## config.mk

```make
export PLATFORM = sky130hd
export DESIGN_NAME = cenn_threshold_postproc_flat
export DESIGN_NICKNAME = d
export VERILOG_FILES = /design/src/rtl/cenn_threshold_postproc_pkg.sv /design/src/rtl/cenn_threshold_postproc_if.sv /design/src/rtl/cenn_threshold_postproc_debounce.sv /design/src/rtl/cenn_threshold_postproc.sv /design/src/flat_wrapper.sv
export SDC_FILE = /design/constraint.sdc
export NUM_CORES = 1
export LEC_CHECK = 0
export CORE_UTILIZATION = 40
export CTS_CLUSTER_DIAMETER = 30
export DETAILED_ROUTE_END_ITERATION = 10
export PLACE_DENSITY_LB_ADDON = 0.1
export SKIP_LAST_GASP = 1
export SLEW_MARGIN = 20
export SYNTH_ARGS = -nofsm -noshare
export SYNTH_HDL_FRONTEND = slang
export SYNTH_SLANG_ARGS = --single-unit
```

## constraint.sdc

```tcl
create_clock -name clk -period 6.4 [get_ports clk]
set_input_delay 1.92 -clock clk [delete_from_list [all_inputs] [get_ports clk]]
set_output_delay 1.92 -clock clk [all_outputs]
set_load 0.05 [all_outputs]
```

## src/rtl/cenn_threshold_postproc_pkg.sv

```systemverilog
// Shared types and helpers for the CeNN threshold post-processor.
// Build option CENN_AUTO_REPEAT_EN enables button auto-repeat in cenn_button_debounce.
package cenn_pkg;

  typedef enum logic [1:0] {
    IDLE      = 2'd0,
    DEB_PRESS = 2'd1,
    HELD      = 2'd2,
    DEB_REL   = 2'd3
  } btn_state_t;

  // Returned 32 bits wide so callers can compare without truncating; the value
  // always fits WIDTH_FIXED given the elaboration check in the top.
  function automatic logic signed [31:0] thr_value(input logic signed [31:0] idx,
                                                   input int step);
    return idx * step;
  endfunction

endpackage

```

## src/rtl/cenn_threshold_postproc_if.sv

```systemverilog
// Pixel stream bus between the PE stage (master) and the post-processor (slave).
interface cenn_threshold_postproc_if #(
  parameter int NUM_TAPS    = 2,
  parameter int WIDTH_FIXED = 15,
  parameter int WIDTH_RGB   = 8
);
  logic                            in_valid;
  logic [NUM_TAPS*WIDTH_FIXED-1:0] out_cenn;
  logic                            out_valid;
  logic [NUM_TAPS*WIDTH_RGB-1:0]   black_white;

  modport master (output in_valid, out_cenn, input out_valid, black_white);
  modport slave  (input in_valid, out_cenn, output out_valid, black_white);
endinterface

```

## src/rtl/cenn_threshold_postproc_debounce.sv

```systemverilog
// Button synchroniser + debounce FSM producing a 1-cycle step per accepted press.
// With CENN_AUTO_REPEAT_EN, a held button also steps every REPEAT_CYCLES.
module cenn_button_debounce
  import cenn_pkg::*;
#(
  parameter int DEBOUNCE_CYCLES = 1000000,
  parameter int REPEAT_CYCLES   = 25000000
) (
  input  logic clk,
  input  logic reset,
  input  logic button,
  output logic step
);
  localparam int CW = (DEBOUNCE_CYCLES > 2) ? $clog2(DEBOUNCE_CYCLES) : 1;
  localparam logic [CW-1:0] CNT_LAST = CW'(DEBOUNCE_CYCLES - 1);

  logic [1:0]   sync_q;
  logic         btn_s;
  btn_state_t   state;
  logic [CW-1:0] cnt;
  logic         press_step;

  assign btn_s = sync_q[1];

  always_ff @(posedge clk or posedge reset) begin
    if (reset) sync_q <= 2'b00;
    else       sync_q <= {sync_q[0], button};
  end

  always_ff @(posedge clk or posedge reset) begin
    if (reset) begin
      state      <= IDLE;
      cnt        <= '0;
      press_step <= 1'b0;
    end else begin
      press_step <= 1'b0;
      case (state)
        IDLE: if (btn_s) begin
          state <= DEB_PRESS;
          cnt   <= '0;
        end
        DEB_PRESS: begin
          if (!btn_s) state <= IDLE;
          else if (cnt == CNT_LAST) begin
            state      <= HELD;
            press_step <= 1'b1;
          end else cnt <= cnt + 1'b1;
        end
        HELD: if (!btn_s) begin
          state <= DEB_REL;
          cnt   <= '0;
        end
        DEB_REL: begin
          if (btn_s) state <= HELD;
          else if (cnt == CNT_LAST) state <= IDLE;
          else cnt <= cnt + 1'b1;
        end
        default: state <= IDLE;
      endcase
    end
  end

`ifdef CENN_AUTO_REPEAT_EN
  localparam int RW = (REPEAT_CYCLES > 2) ? $clog2(REPEAT_CYCLES) : 1;
  localparam logic [RW-1:0] REP_LAST = RW'(REPEAT_CYCLES - 1);

  logic [RW-1:0] rep_cnt;
  logic          rep_step;

  // Gate on btn_s so the release edge itself never fires a repeat.
  always_ff @(posedge clk or posedge reset) begin
    if (reset) begin
      rep_cnt  <= '0;
      rep_step <= 1'b0;
    end else begin
      rep_step <= 1'b0;
      if (state == HELD && btn_s) begin
        if (rep_cnt == REP_LAST) begin
          rep_cnt  <= '0;
          rep_step <= 1'b1;
        end else rep_cnt <= rep_cnt + 1'b1;
      end else rep_cnt <= '0;
    end
  end

  assign step = press_step | rep_step;
`else
  assign step = press_step;
`endif

endmodule

```

## src/rtl/cenn_threshold_postproc.sv

```systemverilog
// Binarises NUM_TAPS signed PE outputs against one button-adjustable threshold.
// Optional auto-repeat on the buttons via CENN_AUTO_REPEAT_EN.
module cenn_threshold_postproc
  import cenn_pkg::*;
#(
  parameter int WIDTH_FIXED     = 15,
  parameter int BIT_FRACTIONAL  = 9,
  parameter int WIDTH_RGB       = 8,
  parameter int NUM_TAPS        = 2,
  parameter int LED_WIDTH       = 5,
  parameter int THR_STEP        = 64,
  parameter int DEBOUNCE_CYCLES = 1000000,
  parameter int REPEAT_CYCLES   = 25000000
) (
  input  logic                          clk,
  input  logic                          reset,
  input  logic                          press_UP,
  input  logic                          press_DOWN,
  cenn_threshold_postproc_if.slave      pix,
  output logic [LED_WIDTH-1:0]          led
);
  localparam int STAGES = 2;
  localparam logic signed [LED_WIDTH-1:0] IDX_MAX = {1'b0, {(LED_WIDTH-1){1'b1}}};
  localparam logic signed [LED_WIDTH-1:0] IDX_MIN = {1'b1, {(LED_WIDTH-1){1'b0}}};

  if (THR_STEP * (2 ** (LED_WIDTH-1)) > 2 ** (WIDTH_FIXED-1)) begin : g_bad_param
    $error("cenn_threshold_postproc: THR_STEP range exceeds WIDTH_FIXED");
  end

  logic up_step, dn_step;

  cenn_button_debounce #(.DEBOUNCE_CYCLES(DEBOUNCE_CYCLES), .REPEAT_CYCLES(REPEAT_CYCLES))
    u_up (.clk(clk), .reset(reset), .button(press_UP),   .step(up_step));
  cenn_button_debounce #(.DEBOUNCE_CYCLES(DEBOUNCE_CYCLES), .REPEAT_CYCLES(REPEAT_CYCLES))
    u_dn (.clk(clk), .reset(reset), .button(press_DOWN), .step(dn_step));

  logic signed [LED_WIDTH-1:0] thr_idx;

  always_ff @(posedge clk or posedge reset) begin
    if (reset) thr_idx <= '0;
    else if (up_step && !dn_step && thr_idx != IDX_MAX) thr_idx <= thr_idx + 1'b1;
    else if (dn_step && !up_step && thr_idx != IDX_MIN) thr_idx <= thr_idx - 1'b1;
  end

  assign led = thr_idx;

  logic signed [31:0] thr;
  assign thr = thr_value(32'(thr_idx), THR_STEP);

  logic [NUM_TAPS-1:0] ge_d, ge_q;

  for (genvar k = 0; k < NUM_TAPS; k++) begin : g_tap
    logic signed [WIDTH_FIXED-1:0] tap;
    assign tap     = pix.out_cenn[k*WIDTH_FIXED +: WIDTH_FIXED];
    assign ge_d[k] = 32'(tap) >= thr;
  end

  logic [STAGES:1]               vld_pipe;
  logic [NUM_TAPS*WIDTH_RGB-1:0] bw_q;

  always_ff @(posedge clk or posedge reset) begin
    if (reset) begin
      vld_pipe <= '0;
      ge_q     <= '0;
      bw_q     <= '0;
    end else begin
      vld_pipe <= {vld_pipe[STAGES-1:1], pix.in_valid};
      ge_q     <= ge_d;
      // Invalid slots leave the last pixel on the bus.
      if (vld_pipe[1])
        for (int k = 0; k < NUM_TAPS; k++)
          bw_q[k*WIDTH_RGB +: WIDTH_RGB] <= {WIDTH_RGB{ge_q[k]}};
    end
  end

  assign pix.out_valid   = vld_pipe[STAGES];
  assign pix.black_white = bw_q;

endmodule
```

## src/flat_wrapper.sv

```systemverilog
// flat-port wrapper written by rule: the top's interface ports become plain ports
module cenn_threshold_postproc_flat import cenn_pkg::*;
#(
  parameter int WIDTH_FIXED     = 15,
  parameter int BIT_FRACTIONAL  = 9,
  parameter int WIDTH_RGB       = 8,
  parameter int NUM_TAPS        = 2,
  parameter int LED_WIDTH       = 5,
  parameter int THR_STEP        = 64,
  parameter int DEBOUNCE_CYCLES = 1000000,
  parameter int REPEAT_CYCLES   = 25000000
)
  (clk, reset, press_UP, press_DOWN, led, pix_in_valid, pix_out_cenn, pix_out_valid, pix_black_white);
  cenn_threshold_postproc_if #(.NUM_TAPS(NUM_TAPS), .WIDTH_FIXED(WIDTH_FIXED), .WIDTH_RGB(WIDTH_RGB)) pix_i ();
  input  logic clk;
  input  logic reset;
  input  logic press_UP;
  input  logic press_DOWN;
  output logic [LED_WIDTH-1:0] led;
  input wire logic [$bits(pix_i.in_valid)-1:0] pix_in_valid;
  input wire logic [$bits(pix_i.out_cenn)-1:0] pix_out_cenn;
  output wire logic [$bits(pix_i.out_valid)-1:0] pix_out_valid;
  output wire logic [$bits(pix_i.black_white)-1:0] pix_black_white;
  assign pix_i.in_valid = pix_in_valid;
  assign pix_i.out_cenn = pix_out_cenn;
  assign pix_out_valid = pix_i.out_valid;
  assign pix_black_white = pix_i.black_white;
  cenn_threshold_postproc #(.WIDTH_FIXED(WIDTH_FIXED), .BIT_FRACTIONAL(BIT_FRACTIONAL), .WIDTH_RGB(WIDTH_RGB), .NUM_TAPS(NUM_TAPS), .LED_WIDTH(LED_WIDTH), .THR_STEP(THR_STEP), .DEBOUNCE_CYCLES(DEBOUNCE_CYCLES), .REPEAT_CYCLES(REPEAT_CYCLES)) u_core (.clk(clk), .reset(reset), .press_UP(press_UP), .press_DOWN(press_DOWN), .pix(pix_i), .led(led));
endmodule
```

==> results of run 1 <==
-- logic make-up (layout without fill, tap and decap cells) --
family	Yosys count	count (layout)	synth area share [%]
AO/OA/AOI/OAI	88	88	16.3
XOR/XNOR	16	16	3.83
flip-flops	61	61	41.7
adder cells (fa/ha/maj)	24	24	8.41
buffers and inverters	39	93	5.44
AND/OR/NAND/NOR	134	134	20.2
multiplexers	14	14	4.10
-- per-layer routing --
layer | routed length [um] | part of all wire [%] | vias up | GRT usage (%)
met5 | 0 | 0 | - | 0
met4 | 150 | 1.9 | 0 | 7.11
met3 | 197 | 2.5 | 13 | 3.74
met2 | 3690 | 48 | 39 | 29.5
met1 | 3700 | 48 | 1376 | 21.9
li1 | - | - | 1479 | -
-- cell usage after synthesis, types with 3 or more instances --
master / number / area share [%]
sky130_fd_sc_hd__dfrtp_1: 61 / 42
sky130_fd_sc_hd__nand2_1: 36 / 3.7
sky130_fd_sc_hd__ha_1: 23 / 7.9
sky130_fd_sc_hd__nor2_1: 23 / 2.4
sky130_fd_sc_hd__o21ai_0: 22 / 3.0
sky130_fd_sc_hd__nand3_1: 21 / 2.9
sky130_fd_sc_hd__inv_1: 19 / 1.9
sky130_fd_sc_hd__a21oi_1: 15 / 2.1
sky130_fd_sc_hd__buf_4: 14 / 2.9
sky130_fd_sc_hd__a22o_1: 10 / 2.4
sky130_fd_sc_hd__nor3_1: 10 / 1.4
sky130_fd_sc_hd__mux2i_1: 9 / 2.5
sky130_fd_sc_hd__nand4_1: 8 / 1.4
sky130_fd_sc_hd__o31ai_1: 8 / 1.6
sky130_fd_sc_hd__xnor2_1: 8 / 1.9
sky130_fd_sc_hd__xor2_1: 8 / 1.9
sky130_fd_sc_hd__a31oi_1: 7 / 1.2
sky130_fd_sc_hd__and3_1: 7 / 1.2
sky130_fd_sc_hd__a21o_1: 6 / 1.2
sky130_fd_sc_hd__clkbuf_1: 5 / 0.51
sky130_fd_sc_hd__or3_1: 5 / 0.85
sky130_fd_sc_hd__mux2_2: 4 / 1.2
sky130_fd_sc_hd__o211ai_1: 4 / 0.82
sky130_fd_sc_hd__nor2b_1: 3 / 0.51
sky130_fd_sc_hd__nor4_4: 3 / 1.7
-- power groups by stage --
stage               Sequential [uW]  Combinational [uW]  Clock, uW
finish                          410                 141        344
floorplan                       420                95.8          0
global route                    412                 152        373
detailed placement              417                 142          0
global placement                417                 141          0
CTS                             410                 143        357
-- per-stage QoR --
| step | hold WS [ns] | cell area (um2) |
|---|---|---|
| 5_1_grt | 0.361 | 4450 |
| 3_3_place_gp | 0.339 | 4250 |
| 4_1_cts | 0.358 | 4450 |
| 2_1_floorplan | 0.331 | 3660 |
| 6_report | 0.354 | 4450 |
| 3_5_place_dp | 0.340 | 4250 |
-- layout make-up --
class	count	area share (%)
Inverter	20	1.69
Multi-Input combinational cell	276	43.5
Clock inverter	4	1.07
Sequential cell	61	34.3
Clock buffer	11	3.41
Timing Repair Buffer	58	12.9
Tap cell	108	3.04
-- flip-flops by register name, summed over array words and instances, names as in the netlist, 2 cells and up, named ones only --
signal and count:
u_core.ge_q 2, u_core.pix.black_white 2, u_core.vld_pipe 2, u_core.u_dn.cnt 20
u_core.u_up.sync_q 2, u_core.led 5, u_core.u_up.cnt 20, u_core.u_dn.sync_q 2
-- how the worst max path moves through the flow --
stage                                    startpoint                  endpoint  slack (ns)  cells after the start
after floorplan                               reset                 async pin        2.97                      1
after global placement             pix_out_cenn[27]  u_core.ge_q[1]$_DFF_PP0_        2.76                      6
after detailed placement           pix_out_cenn[27]  u_core.ge_q[1]$_DFF_PP0_        2.69                      6
after CTS                 u_core.led[0]$_DFFE_PP0P_                    led[0]        2.75                      1
after global routing      u_core.led[0]$_DFFE_PP0P_                    led[0]        2.70                      1
final                     u_core.led[0]$_DFFE_PP0P_                    led[0]        2.80                      1
==> flow_summary.json, run 1 <==
{
  "setup_tns_ns": 0,
  "floorplan.die.height_um": 97.7,
  "final_layout_size_suffix_gt1_share_pct": 7.44,
  "die_width_um": 97.7,
  "worst-slew-pin-transition_ns": 0.829,
  "timing.max_cap.violations": 0,
  "drc": 6,
  "final_max_slew_viol_count": 0,
  "area.growth.synth_to_final_pct": 21.5,
  "netlist_area_mm2": 0.00366,
  "global_route_wire_length_before_repair_um": 13200,
  "hold-path-endpoint": "u_core.u_dn.sync_q[1]$_DFF_PP0_",
  "violations": "DRC",
  "postRouteWirelength_um": 7740,
  "clock_sinks": 61,
  "vias_in_the_first_global_route": 2827,
  "critical_path_class": "flip-flop to primary output",
  "ys_ff_latch": 61,
  "grt_start_max_net_pins": 62,
  "vias": 2907,
  "rr_worst_depth": 9,
  "crit_family": "buffers and inverters",
  "internal-power_uw": 651,
  "cts_setup_buffers": 0,
  "power.share.clock_pct": 38.4,
  "tritoncts_clock_tree": "built",
  "sequentialPowerShare_pct": 45.8,
  "regToRegEndpoint": "u_core.led[4]$_DFFE_PP0P_",
  "antenna_found_initial": 0,
  "rsz0062_at_grt": "false",
  "number_of_synthesized_flops_with_an_enable_pin": 0,
  "design.die.area_mm2": 0.00954,
  "comb_power_share_pct": 15.8,
  "clk_pin_slew_worst_paths_ns": 0.07,
  "cts-htree-levels": 3,
  "min_period_over_period_pct": 56.3,
  "hold_viol": 0,
  "setup-violations-final": 0,
  "timing.hold.worst.start": "u_core.u_dn.sync_q[0]$_DFF_PP0_",
  "total_nets_after_synthesis": 435,
  "hold_path_class": "flip-flop to flip-flop",
  "crit_buf_inv": 1,
  "p_switching_uw": 245,
  "wl_per_cell_um": 14.4,
  "timing.critical_path.required_ns": 4.48,
  "grt.overflow.total": 0,
  "post-layout-total-power_uw": 895,
  "postRouteAntennaNets": 0,
  "post-dp-hpwl_um": 5560,
  "p_leak_uw": 0.00191,
  "yosys.cell_types.count": 54,
  "synth.avg_cell_area_um2": 9.73,
  "power_density_mw_per_mm2": 201,
  "commonest_non_fill_non_tap_cell_in_the_layout": "sky130_fd_sc_hd__dfrtp_1",
  "synthesis.yosys.warnings": 0,
  "clock_path_buffers": 2,
  "final_core_util_pct": 50.5,
  "post-route-worst-setup-slack_ns": 2.80,
  "numPortBuffers": 56,
  "max_transition_margin_pct": 43.9,
  "r2r_slack_ns": 3.82,
  "max_clock_freq_mhz": 277,
  "avgViaCountPerCell": 5.40,
  "gr-usage-all-layers_pct": 17.6,
  "fill_cells": 805,
  "cts-resized-gates": 0,
  "core_area_mm2": 0.00881,
  "antenna_fix_cells": 0,
  "drt_first_pass_iters": 7,
  "critical_path.reg2reg.startpoint": "u_core.led[0]$_DFFE_PP0P_",
  "place_worst_setup_slack_ns": 2.69,
  "setup.worst_path.end_class": "primary output",
  "multiInputGateArea_mm2": 0.00193,
  "hold_path_depth": 0,
  "area.sequential_mm2": 0.00153,
  "worst_setup_path_start_kind": "flip-flop",
  "io_pins": 57,
  "cts_hold_buf": 0,
  "gp_congestion": 0.803,
  "clock-skew-final_ns": 0.00670,
  "postSynth.topFlopCell": "sky130_fd_sc_hd__dfrtp_1",
  "initial_utilization_pct": 41.6,
  "worst_ir_drop_vdd_mv": 0.109,
  "crit_path_max_fanout": 7,
  "power.switching_fraction_pct": 27.3,
  "async_sr_flop_fraction_pct": 100,
  "worst_path_largest_cell_delay_ns": 0.85,
  "slowest_stage": "sky130_fd_sc_hd__clkdlybuf4s50_1",
  "final_cell_mix": "sky130_fd_sc_hd__dfrtp_1 (61), sky130_fd_sc_hd__clkdlybuf4s50_1 (56), sky130_fd_sc_hd__nand2_1 (36), sky130_fd_sc_hd__nor2_1 (23), sky130_fd_sc_hd__ha_1 (23)",
  "run_status": "complete, but fails checks",
  "final_net_count": 485,
  "cts_root_buffer": "sky130_fd_sc_hd__clkbuf_8",
  "number_of_buffers_created_by_cts": 9,
  "fin_cells": 538,
  "crit_path_cell_trace": "clkdlybuf4s50_1",
  "timing.critical_path.arrival_ns": 1.68,
  "final_period_minus_worst_setup_slack_ns": 3.60,
  "post_synth_inst_count": 376,
  "synth_seq_area_share_pct": 41.7,
  "placementRows": 34,
  "clk-insertion-delay-late_ns": 0.34,
  "drt_iter0_drc": 92,
  "post-place-cells": 523
}
(Power assumes the default switching activity.)
==> run 2, diff against run 1 <==
- clock period: 6.4 -> 3 ns (I/O delays scaled with it)
==> flow_summary.json, run 2 (synthesis results as in run 1) <==
{
  "postRouteAntennaNets": 0,
  "hold_viol": 0,
  "critical_path_class": "flip-flop to primary output",
  "setup-violations-final": 0,
  "gr-usage-all-layers_pct": 17.5,
  "initial_utilization_pct": 41.6,
  "fin_cells": 542,
  "cts_hold_buf": 0,
  "timing.max_cap.violations": 0,
  "worst-slew-pin-transition_ns": 0.809,
  "area.sequential_mm2": 0.00153,
  "numPortBuffers": 56,
  "clock_sinks": 61,
  "worst_setup_path_start_kind": "flip-flop",
  "timing.critical_path.arrival_ns": 1.68,
  "cts-htree-levels": 3,
  "postRouteWirelength_um": 7830,
  "hold_path_class": "flip-flop to flip-flop",
  "antenna_found_initial": 0,
  "core_area_mm2": 0.00881,
  "clk_pin_slew_worst_paths_ns": 0.07,
  "crit_path_max_fanout": 7,
  "io_pins": 57,
  "post-place-cells": 526,
  "crit_path_cell_trace": "clkdlybuf4s50_1",
  "setup.worst_path.end_class": "primary output",
  "worst_ir_drop_vdd_mv": 0.322,
  "clock-skew-final_ns": 0.0109,
  "timing.critical_path.required_ns": 2.10,
  "setup_tns_ns": 0,
  "number_of_buffers_created_by_cts": 9,
  "area.growth.synth_to_final_pct": 23.8,
  "design.die.area_mm2": 0.00954,
  "vias_in_the_first_global_route": 2725,
  "drt_iter0_drc": 117,
  "min_period_over_period_pct": 86.1,
  "fill_cells": 799,
  "clock_path_buffers": 2,
  "max_clock_freq_mhz": 387,
  "worst_hold_slack_ns": 0.351,
  "commonest_non_fill_non_tap_cell_in_the_layout": "sky130_fd_sc_hd__dfrtp_1",
  "violations": "DRC",
  "post-route-cell-area_mm2": 0.00453,
  "p_leak_uw": 0.00195,
  "final_period_minus_worst_setup_slack_ns": 2.58,
  "run_status": "complete, but fails checks",
  "global_route_wire_length_before_repair_um": 13400,
  "postPlaceCellArea_mm2": 0.00428,
  "vias": 2944,
  "worst_path_largest_cell_delay_ns": 0.86,
  "final_net_count": 488,
  "clk-insertion-delay-late_ns": 0.33,
  "max_transition_margin_pct": 45.7,
  "final_layout_size_suffix_gt1_share_pct": 8.29,
  "floorplan.die.height_um": 97.7,
  "drc": 6,
  "drt_first_pass_iters": 9,
  "multiInputGateArea_mm2": 0.00193,
  "cts_setup_buffers": 0,
  "cts-resized-gates": 0,
  "gp_congestion": 0.809,
  "wl_per_cell_um": 14.4,
  "post-dp-hpwl_um": 5680,
  "avgViaCountPerCell": 5.43,
  "cts_root_buffer": "sky130_fd_sc_hd__clkbuf_8",
  "placementRows": 34,
  "antenna_fix_cells": 0,
  "die_width_um": 97.7,
  "crit_buf_inv": 1,
  "final_max_slew_viol_count": 0,
  "final_cell_mix": "sky130_fd_sc_hd__dfrtp_1 (61), sky130_fd_sc_hd__clkdlybuf4s50_1 (56), sky130_fd_sc_hd__nand2_1 (36), sky130_fd_sc_hd__nor2_1 (23), sky130_fd_sc_hd__ha_1 (23)",
  "grt_start_max_net_pins": 42,
  "slowest_stage": "sky130_fd_sc_hd__clkdlybuf4s50_1",
  "power_density_mw_per_mm2": 458,
  "grt.overflow.total": 0,
  "crit_family": "buffers and inverters",
  "final_core_util_pct": 51.4,
  "rsz0062_at_grt": "false",
  "tritoncts_clock_tree": "built"
}
==> run 2: cell count changes in the layout (fill, tap and decap cells not counted) <==
cell,delta
sky130_fd_sc_hd__buf_4,+2
sky130_fd_sc_hd__o311ai_0,+1
sky130_fd_sc_hd__clkinv_2,-1
sky130_fd_sc_hd__clkbuf_8,-1
sky130_fd_sc_hd__bufinv_16,+2
sky130_fd_sc_hd__buf_12,+1
sky130_fd_sc_hd__clkinvlp_4,+1
sky130_fd_sc_hd__o311ai_1,-1
==> run 2: worst paths after layout <==
path	startpoint	to	slack (ns)	depth (start not counted)
setup / recovery	u_core.led[0]$_DFFE_PP0P_	led[0]	0.42	1
hold / removal	u_core.u_up.sync_q[0]$_DFF_PP0_	u_core.u_up.sync_q[1]$_DFF_PP0_	0.35	0
setup reg to reg	u_core.led[0]$_DFFE_PP0P_	u_core.led[4]$_DFFE_PP0P_	0.80	10
hold reg to reg	u_core.u_up.sync_q[0]$_DFF_PP0_	u_core.u_up.sync_q[1]$_DFF_PP0_	0.35	0
max in group asynchronous	reset	u_core.u_up.cnt[3]$_DFFE_PP0P_	1.52	3
min in group asynchronous	reset	u_core.led[4]$_DFFE_PP0P_	0.90	2
==> run 2: stage by stage <==
| stage | setup slack (ns) | power (uW) |
|---|---|---|
| final | 0.418 | 2070 |
| after global routing | 0.334 | 2160 |
| after CTS | 0.379 | 2110 |
| after detailed placement | 0.340 | 1200 |
| after global placement | 0.375 | 1200 |
| after floorplan | 0.216 | 1100 |
==> run 2: per-layer routing <==
metal / track usage [%] / vias to the layer above / routed length (um)
met1: 23.0 / 1390 / 3700
met3: 3.31 / 11 / 245
met5: 0 / - / 0
met2: 28.3 / 57 / 3760
met4: 6.88 / 0 / 125
li1: - / 1486 / -
==> run 2: area by class of cell <==
class | count | area share (%)
Multi-Input combinational cell | 276 | 42.7
Inverter | 20 | 1.66
Sequential cell | 61 | 33.7
Timing Repair Buffer | 61 | 13.5
Tap cell | 108 | 2.98
Clock inverter | 6 | 2.43
Clock buffer | 10 | 3.04
==> run 2: where the power goes <==
group	total (uW)	internal, uW	switching, uW
Clock	894	573	321
Combinational	305	126	180
Sequential	874	844	30.1
Total	2070	1540	531
==> run 3, diff against run 2 <==
- TNS_END_PERCENT: default -> 30
- clock period: 3 -> 2.7 ns (I/O delays scaled with it)
==> flow_summary.json, run 3 (synthesis results as in run 1) <==
{
  "final_layout_size_suffix_gt1_share_pct": 8.05,
  "cts-resized-gates": 0,
  "post-dp-hpwl_um": 5720,
  "cts_setup_buffers": 0,
  "numPortBuffers": 56,
  "cts-htree-levels": 3,
  "hold_path_class": "flip-flop to flip-flop",
  "grt_start_max_net_pins": 25,
  "grt.overflow.total": 0,
  "final_max_slew_viol_count": 0,
  "crit_path_max_fanout": 7,
  "clk_pin_slew_worst_paths_ns": 0.07,
  "max_transition_margin_pct": 50.9,
  "number_of_buffers_created_by_cts": 9,
  "clock-skew-final_ns": 0.0113,
  "clock_path_buffers": 2,
  "timing.critical_path.arrival_ns": 1.69,
  "final_cell_mix": "sky130_fd_sc_hd__dfrtp_1 (61), sky130_fd_sc_hd__clkdlybuf4s50_1 (56), sky130_fd_sc_hd__nand2_1 (36), sky130_fd_sc_hd__nor2_1 (23), sky130_fd_sc_hd__ha_1 (23)",
  "gp_congestion": 0.791,
  "worst-slew-pin-transition_ns": 0.734,
  "critical_path_class": "flip-flop to primary output",
  "setup_tns_ns": 0,
  "drt_iter0_drc": 92,
  "violations": "DRC",
  "worst_hold_slack_ns": 0.348,
  "postPlaceCellArea_mm2": 0.00430,
  "cts_root_buffer": "sky130_fd_sc_hd__clkbuf_8",
  "crit_buf_inv": 1,
  "postRouteWirelength_um": 7970,
  "avgViaCountPerCell": 5.44,
  "area.growth.synth_to_final_pct": 22.8,
  "io_pins": 57,
  "cts_hold_buf": 0,
  "setup.worst_path.end_class": "primary output",
  "clk-insertion-delay-late_ns": 0.34,
  "antenna_found_initial": 0,
  "vias": 2956,
  "min_period_over_period_pct": 92.6,
  "post-route-cell-area_mm2": 0.00449,
  "wl_per_cell_um": 14.7,
  "tritoncts_clock_tree": "built",
  "commonest_non_fill_non_tap_cell_in_the_layout": "sky130_fd_sc_hd__dfrtp_1",
  "run_status": "complete, but fails checks",
  "p_leak_uw": 0.00193,
  "timing.max_cap.violations": 0,
  "initial_utilization_pct": 41.6,
  "hold_viol": 0,
  "placementRows": 34,
  "worst_ir_drop_vdd_mv": 0.306,
  "worst_path_largest_cell_delay_ns": 0.86,
  "postRouteAntennaNets": 0,
  "max_clock_freq_mhz": 400,
  "slowest_stage": "sky130_fd_sc_hd__clkdlybuf4s50_1",
  "fill_cells": 826,
  "crit_family": "buffers and inverters",
  "setup-violations-final": 0,
  "worst_setup_path_start_kind": "flip-flop",
  "crit_path_cell_trace": "clkdlybuf4s50_1",
  "final_period_minus_worst_setup_slack_ns": 2.50,
  "drc": 4,
  "timing.critical_path.required_ns": 1.89,
  "global_route_wire_length_before_repair_um": 13600,
  "floorplan.die.height_um": 97.7,
  "die_width_um": 97.7,
  "antenna_fix_cells": 0,
  "final_net_count": 489,
  "clock_sinks": 61,
  "drt_first_pass_iters": 7,
  "core_area_mm2": 0.00881,
  "rsz0062_at_grt": "false",
  "final_core_util_pct": 51.0,
  "power_density_mw_per_mm2": 472,
  "design.die.area_mm2": 0.00954,
  "gr-usage-all-layers_pct": 18.0,
  "vias_in_the_first_global_route": 2877
}
-- run 3: cell types whose count changed in the layout (fill, tap and decap cells not counted), sizes merged --
| cell | change |
|---|---|
| buf | +1 |
| bufinv | -2 |
| clkbuf | +2 |
| clkinv | +1 |
| clkinvlp | -1 |
-- run 3: stage by stage --
stage | total power (uW) | setup WS [ns] | instances
after floorplan | 1220 | 0.144 | 376
after global placement | 1330 | 0.165 | 527
after detailed placement | 1330 | 0.0966 | 527
after CTS | 2160 | 0.167 | 543
after global routing | 2220 | 0.129 | 543
final | 2120 | 0.199 | 543
-- run 3: area by class of cell --
cell class	instances	area (um2)	share of cell area (%)
Clock inverter	4	47.5	1.06
Tap cell	108	135	3.01
Inverter	20	75.1	1.67
Multi-Input combinational cell	276	1930	43.0
Sequential cell	61	1530	34.0
Timing Repair Buffer	62	631	14.0
Clock buffer	12	145	3.23
-- run 3: worst reg2reg max path, delay by kind of cell, from the launching register on --
kind,cells,cell delay (ns)
compound gates,3,0.44
xor+xnor,1,0.13
fa+ha+maj,1,0.40
buf+inv,3,0.32
flops,1,0.50
mux,1,0.18
simple gates,1,0.12
-- run 3: worst paths after layout --
kind                       slack [ns]                            start                              end  cells past startpoint
setup / recovery                 0.20        u_core.led[0]$_DFFE_PP0P_                           led[0]                      1
hold / removal                   0.35  u_core.u_dn.sync_q[0]$_DFF_PP0_  u_core.u_dn.sync_q[1]$_DFF_PP0_                      0
setup reg to reg                 0.54        u_core.led[0]$_DFFE_PP0P_        u_core.led[4]$_DFFE_PP0P_                     10
hold reg to reg                  0.35  u_core.u_dn.sync_q[0]$_DFF_PP0_  u_core.u_dn.sync_q[1]$_DFF_PP0_                      0
max in group asynchronous        1.35                            reset  u_core.u_dn.cnt[12]$_DFFE_PP0P_                      3
min in group asynchronous        0.84                            reset   u_core.u_up.cnt[6]$_DFFE_PP0P_                      2
-- run 3: routing by layer --
layer,part of all wire (%),global-route usage [%],vias to the layer above
li1,-,-,1484
met2,50,30.9,39
met5,0,0,-
met4,1.1,5.94,0
met3,2.4,3.67,9
met1,46,22.4,1424
-- run 3: power by group --
group / internal [uW] / switching [uW] / total, uW / leakage, uW
Sequential: 938 / 33.0 / 971 / 0.000816
Combinational: 142 / 201 / 342 / 0.00102
Clock: 449 / 359 / 808 / 0.0000964
